`src/rtl/control_sequencer.sv`:
```
// control_sequencer
//   Microsequencer that drives the load/output enables of the datapath
//   registers (PC, MAR, IR, A, B, OUT). It fetches in T1-T2 and decodes the
//   opcode held in the IR during T3-T4. It emits one control word per T-state.
//
// Ports
//   clk       in   system clock, all state updates on posedge
//   i_reset   in   synchronous active-high reset, has priority over clk_en
//   clk_en    in   state advances only on edges where clk_en=1
//   i_opcode  in   IR contents, only decoded in T3/T4
//   o_ctrl    out  12-bit control word, combinational from state and i_opcode
//                  [0] pc_out  [1] pc_inc  [2] mar_load [3] mem_out
//                  [4] ir_load [5] a_load  [6] a_out    [7] b_load
//                  [8] alu_out [9] out_load [10] mem_write [11] pc_load
//   o_tstate  out  current T-state 1..4, 0 while halted
//   o_halted  out  1 while in HALT
//
// state | meaning
// ------+--------------------------------------------------------------
// T1    | fetch: PC onto bus, load MAR
// T2    | fetch: memory onto bus, load IR, increment PC
// T3    | execute step 1, decoded from i_opcode
// T4    | execute step 2, only for MVI A and JMP
// HALT  | all enables off; left only through i_reset

module control_sequencer #(
  parameter int                    OPCODE_WIDTH = 8,
  parameter logic [OPCODE_WIDTH-1:0] HLT_OPCODE = 8'h76
) (
  input  logic                    clk,
  input  logic                    i_reset,
  input  logic                    clk_en,
  input  logic [OPCODE_WIDTH-1:0] i_opcode,
  output logic [11:0]             o_ctrl,
  output logic [2:0]              o_tstate,
  output logic                    o_halted
);

  typedef enum logic [2:0] {
    S_T1   = 3'd0,
    S_T2   = 3'd1,
    S_T3   = 3'd2,
    S_T4   = 3'd3,
    S_HALT = 3'd4
  } state_e;

  localparam logic [11:0] CW_NONE  = 12'h000;
  localparam logic [11:0] CW_FETCH = 12'h005;  // pc_out | mar_load
  localparam logic [11:0] CW_IRLD  = 12'h01A;  // mem_out | ir_load | pc_inc
  localparam logic [11:0] CW_ADD   = 12'h120;  // alu_out | a_load
  localparam logic [11:0] CW_MOVBA = 12'h0C0;  // a_out | b_load
  localparam logic [11:0] CW_OUT   = 12'h240;  // a_out | out_load
  localparam logic [11:0] CW_MVI4  = 12'h02A;  // mem_out | a_load | pc_inc
  localparam logic [11:0] CW_JMP4  = 12'h808;  // mem_out | pc_load

  localparam logic [OPCODE_WIDTH-1:0] OP_NOP = 8'h00;
  localparam logic [OPCODE_WIDTH-1:0] OP_ADD = 8'h80;
  localparam logic [OPCODE_WIDTH-1:0] OP_MOV = 8'h47;
  localparam logic [OPCODE_WIDTH-1:0] OP_OUT = 8'hD3;
  localparam logic [OPCODE_WIDTH-1:0] OP_MVI = 8'h3E;
  localparam logic [OPCODE_WIDTH-1:0] OP_JMP = 8'hC3;

  state_e state_q, state_d;
  state_e step_nxt;  // where the state goes if this edge is enabled

  always_ff @(posedge clk) begin
    if (i_reset) begin
      state_q <= S_T1;
    end else begin
      state_q <= state_d;
    end
  end

  always_comb begin
    step_nxt = state_q;
    o_ctrl   = CW_NONE;
    o_tstate = 3'd0;
    o_halted = 1'b0;

    unique case (state_q)
      S_T1: begin
        o_ctrl   = CW_FETCH;
        o_tstate = 3'd1;
        step_nxt = S_T2;
      end
      S_T2: begin
        o_ctrl   = CW_IRLD;
        o_tstate = 3'd2;
        step_nxt = S_T3;
      end
      S_T3: begin
        o_tstate = 3'd3;
        step_nxt = S_T1;
        // HLT is a parameter, so it is matched ahead of the fixed opcodes
        if (i_opcode == HLT_OPCODE) begin
          step_nxt = S_HALT;
        end else begin
          case (i_opcode)
            OP_NOP: o_ctrl = CW_NONE;
            OP_ADD: o_ctrl = CW_ADD;
            OP_MOV: o_ctrl = CW_MOVBA;
            OP_OUT: o_ctrl = CW_OUT;
            OP_MVI, OP_JMP: begin
              o_ctrl   = CW_FETCH;
              step_nxt = S_T4;
            end
            default: o_ctrl = CW_NONE;
          endcase
        end
      end
      S_T4: begin
        o_tstate = 3'd4;
        step_nxt = S_T1;
        // an opcode that changed under us since T3 gets no enables here
        if (i_opcode == OP_MVI) begin
          o_ctrl = CW_MVI4;
        end else if (i_opcode == OP_JMP) begin
          o_ctrl = CW_JMP4;
        end
      end
      S_HALT: begin
        o_halted = 1'b1;
        step_nxt = S_HALT;
      end
      default: begin
        step_nxt = S_T1;
      end
    endcase

    state_d = clk_en ? step_nxt : state_q;
  end

endmodule

```
`config.mk`:
```
export PLATFORM = sky130hd
export DESIGN_NAME = control_sequencer
export DESIGN_NICKNAME = d
export VERILOG_FILES = /design/src/rtl/control_sequencer.sv
export SDC_FILE = /design/constraint.sdc
export NUM_CORES = 1
export LEC_CHECK = 0
export ABC_AREA = 1
export CAP_MARGIN = 10
export CELL_PAD_IN_SITES_DETAIL_PLACEMENT = 1
export CELL_PAD_IN_SITES_GLOBAL_PLACEMENT = 1
export CORE_MARGIN = 4
export CORE_UTILIZATION = 22
export CTS_BUF_LIST = sky130_fd_sc_hd__clkbuf_8
export CTS_CLUSTER_DIAMETER = 40
export CTS_CLUSTER_SIZE = 40
export DETAILED_ROUTE_END_ITERATION = 10
export PLACE_DENSITY_LB_ADDON = 0.1
export SLEW_MARGIN = 20
export SYNTH_ARGS = -nofsm -noshare
export SYNTH_HDL_FRONTEND = slang
export SYNTH_SLANG_ARGS = --single-unit
```
`constraint.sdc`:
```
create_clock -name clk -period 1.39 [get_ports clk]
set_clock_uncertainty 0.05 [all_clocks]
set_input_delay 0.139 -clock clk [delete_from_list [all_inputs] [get_ports clk]]
set_output_delay 0.139 -clock clk [all_outputs]
set_load 0.1 [all_outputs]
```
==> results of run 1 <==
[kinds of logic after synthesis]
kind of cell,Yosys count,share of synthesized area (%)
compound gates,6,9.88
buf+inv,15,15.3
flops,3,14.4
other cells,1,0.897
simple gates,54,59.6
[timing repair]
action | 4_1_cts
cloned | 0
resized for setup | 35
pin swaps | 12
endpoints found under the setup margin | 18
setup buffers | 2
[metrics by stage]
stage	hold slack (ps)	worst slack, ps
CTS	447	-180
global placement	437	-480
floorplan	142	-892
detailed placement	443	-542
==> results.ini, run 1 <==
[status]
outcome = did not finish
lastStage = 5_1_grt
stop_error = [ERROR DPL-0033] detailed placement checks failed during check placement.

[timing]
grt_worst_setup_endpoint = o_ctrl[3]
worstEpCategory = top-level output

[die]
boundaryPins = 27
dieWidth_um = 51.6
die_h_um = 51.6
initial_core_util_pct = 23.7
rows = 15

[synthesis]
synth-edff-count = 0
yosys.area.top_type = nand2_1
synth_commonest_cells = nand2_1 (29), inv_1 (10), nor2_1 (9), nand2_2 (4), nor3_1 (4)
synthDistinctLibCells = 18
syn_avg_cell_area_um2 = 5.29
syn_area_um2 = 418
yosysWarnings = 0
ys_seq_area_share_pct = 14.4
syn_inst = 79
ys.flop_type = dfxtp_1
synth-seq-cells = 3
synthesis.nets = 90
synthTopCellsByArea = nand2_1 (26%), dfxtp_1 (14%), inv_1 (9.0%)
async_flop_share_pct = 0
yosysMostFrequentCell = nand2_1
synth_top_area_share_pct = 26.0

[clock_tree]
cts_buffers = 3
clock-sinks = 3
ctsHoldBuffers = 0
clock_path_buffers = 2
root_buffer = clkbuf_8
htreeDepth = 1

[place]
dp_hpwl_mm = 1.88
globalplace.congestion = 0.768
place_inst = 142
io_buffers = 25
dpl-instance-area_um2 = 1110

[grt]
grt_max_degree = 6
antenna_found_initial = 0

==> run 2, diff against run 1 <==
Settings changed: CELL_PAD_IN_SITES_DETAIL_PLACEMENT 1 to unset, CELL_PAD_IN_SITES_GLOBAL_PLACEMENT 1 to unset, CORE_AREA set to 4 4 65 67, CORE_MARGIN 4 to unset, CORE_UTILIZATION 22 to unset, CTS_BUF_LIST sky130_fd_sc_hd__clkbuf_8 to unset, CTS_CLUSTER_DIAMETER 40 to unset, CTS_CLUSTER_SIZE 40 to unset, DIE_AREA set to 0 0 69 71, PLACE_DENSITY_LB_ADDON 0.1 to 0.15.
==> results.ini, run 2 <==
[status]
outcome = finished with violations
violations = negative setup slack

[route]
avgViaCountPerCell = 3.74
drc = 0
wl_per_cell_um = 10.2
drt_iter0_drc = 16
vias = 666
ant_nets = 0
drt_wl_total_mm = 1.82
drtPass1Iterations = 3

[grt]
track_usage_pct = 7.98
grt_pass1_vias = 693
grt_overflow = 0
grt_max_degree = 6
grt_pass1_wl_mm = 3.18
antenna_found_initial = 0

[power]
clockPowerShare_pct = 31.5
p_leak_nw = 0.597
combPwrFrac_pct = 57.0
design_power_total_uw = 822
p_int_uw = 463
seqPwrFrac_pct = 11.5
p_sw_uw = 360
switching_share_pct = 43.7
irDropWorstVdd_mv = 0.194
p_per_area_nw_per_um2 = 596

[clock_tree]
clock_path_buffers = 2  ; unchanged
clock-sinks = 3  ; unchanged
clk_pin_slew_ps = 30
htreeDepth = 1  ; unchanged
clock_latency_ps = 220
cts_buffers = 3  ; unchanged
cts_tree = yes
root_buffer = clkbuf_8

[timing]
fin_crit_sh_pct = 113
timing.hold.ws_ps = 458
finalSetupViolCount = 14
clock.fmax_ghz = 0.637
min_period_ps = 1570
setup_ws_ps = -180
hold_viol = 0
rsz0062_at_grt = yes
drv_slew = 0

[critical_path]
arrival_ps = 1380
r2r_end = state_q[0]
cp-startpoint = state_q[0]
startpoint_type = register
path_max_fanout = 5
endpoint = o_ctrl[5]
path_class = reg -> out
rr_worst_depth = 7
worstReg2RegStart = state_q[0]
end_kind = primary output
cp.required_ps = 1200
reg2reg_slack_ps = 80

[synthesis]
syn_area_um2 = 418  ; unchanged
async_flop_share_pct = 0  ; unchanged
yosys.area.top_type = nand2_1
ys.flop_type = dfxtp_1
synthesis.nets = 90  ; unchanged
synth-edff-count = 0  ; unchanged
synth_top_area_share_pct = 26.0  ; unchanged
synth-seq-cells = 3  ; unchanged
yosysMostFrequentCell = nand2_1
yosysWarnings = 0  ; unchanged
syn_avg_cell_area_um2 = 5.29  ; unchanged
synthTopCellsByArea = nand2_1 (26%), dfxtp_1 (14%), inv_1 (9.0%)
synthDistinctLibCells = 18  ; unchanged
synth_commonest_cells = nand2_1 (29), inv_1 (10), nor2_1 (9), nand2_2 (4), nor3_1 (4)
ys_seq_area_share_pct = 14.4  ; unchanged
syn_inst = 79  ; unchanged

[min_path]
hold_start = state_q[1]
hp-class = reg -> reg

[layout]
fillers = 400
drive_gt1_share_pct = 66.9
largest-register = state_q
largest_reg_flops = 3
reg.largest.list = state_q (3)
n_antenna_cell = 0
layout_common_cells = nand2_1 (19), buf_4 (17), buf_12 (16), nand2_2 (7), buf_6 (6)
area_delta_synth_final_pct = 230
fin_nets = 142
final_common_cell = nand2_1
post-route-util_pct = 37.9

[die]
core_um2 = 3630
dieWidth_um = 69  ; +34%
initial_core_util_pct = 11.5  ; -12 points
die_h_um = 71  ; +38%
rows = 22  ; +7
boundaryPins = 27  ; unchanged
dieArea_um2 = 4900

[place]
dp_hpwl_mm = 1.43  ; -24%
globalplace.congestion = 0.704  ; -8.3%
io_buffers = 25  ; unchanged

[run]
maxCapViolCount = 0

run 2: cell counts after synthesis:
Identical to the previous run, type by type.
run 2: kinds of logic (layout without fill, tap and decap cells):
logic type / count (synthesis) / after routing / synth area share (%)
compound gates: 6 / 6 / 9.88
buf+inv: 15 / 66 / 15.3
other cells: 1 / 1 / 0.897
simple gates: 54 / 54 / 59.6
flops: 3 / 3 / 14.4
run 2: worst max-delay path, cell delays in order, from the launching register on:
cell and delay, ps:
dfxtp_4 360, nor3_4 270, nand2_4 160, o21ai_4 180, buf_12 190
run 2: worst min-delay path by stage:
stage                            end  depth (start not counted)
after floorplan           state_q[0]                          1
after global placement    state_q[1]                          2
after detailed placement  state_q[1]                          2
after CTS                 state_q[1]                          2
after global routing      state_q[1]                          2
final                     state_q[1]                          2
run 2: area by class of cell:
cell class / instances / area (um^2) / area share, %
timing repair buffer: 49 / 611 / 44.3
clock buffer: 4 / 45.0 / 3.27
inverter: 13 / 92.6 / 6.72
multi-input combinational: 61 / 499 / 36.2
tap: 48 / 60.1 / 4.36
sequential: 3 / 71.3 / 5.17
run 2: power groups by stage:
stage	sequential (mW)	combinational (mW)	clock, mW
CTS	0.0961	0.454	0.267
finish	0.0946	0.469	0.259
global placement	0.0972	0.444	0
detailed placement	0.0972	0.446	0
global route	0.0949	0.491	0.278
floorplan	0.0959	0.275	0
run 2: what timing repair did:
action	4_1_cts	5_1_grt
hold endpoints to repair	0	0
setup buffers	2	5
hold buffers	0	0
endpoints found under the setup margin	18	15
pin swaps	9	9
resized for setup	29	14
run 2: per-stage QoR:
| step | instance area, um^2 | cells | worst slack [ps] | TNS, ps |
|---|---|---|---|---|
| after floorplan | 594 | 79 | -892 | -4880 |
| after global placement | 1170 | 168 | -500 | -5500 |
| after detailed placement | 1170 | 168 | -506 | -5700 |
| after CTS | 1290 | 173 | -195 | -1840 |
| after global routing | 1380 | 178 | -231 | -2470 |
| final | 1380 | 178 | -180 | -1680 |
run 2: metal layers:
metal / vias up / wire (um) / share of wire (%) / track usage (%)
li1: 342 / - / - / -
met1: 298 / 733 / 40 / 9.01
met2: 21 / 939 / 52 / 13.2
met3: 5 / 95 / 5.2 / 2.56
met4: 0 / 53 / 2.9 / 4.56
met5: - / 0 / 0 / 0
No activity file was read; power rests on OpenSTA's default activity.
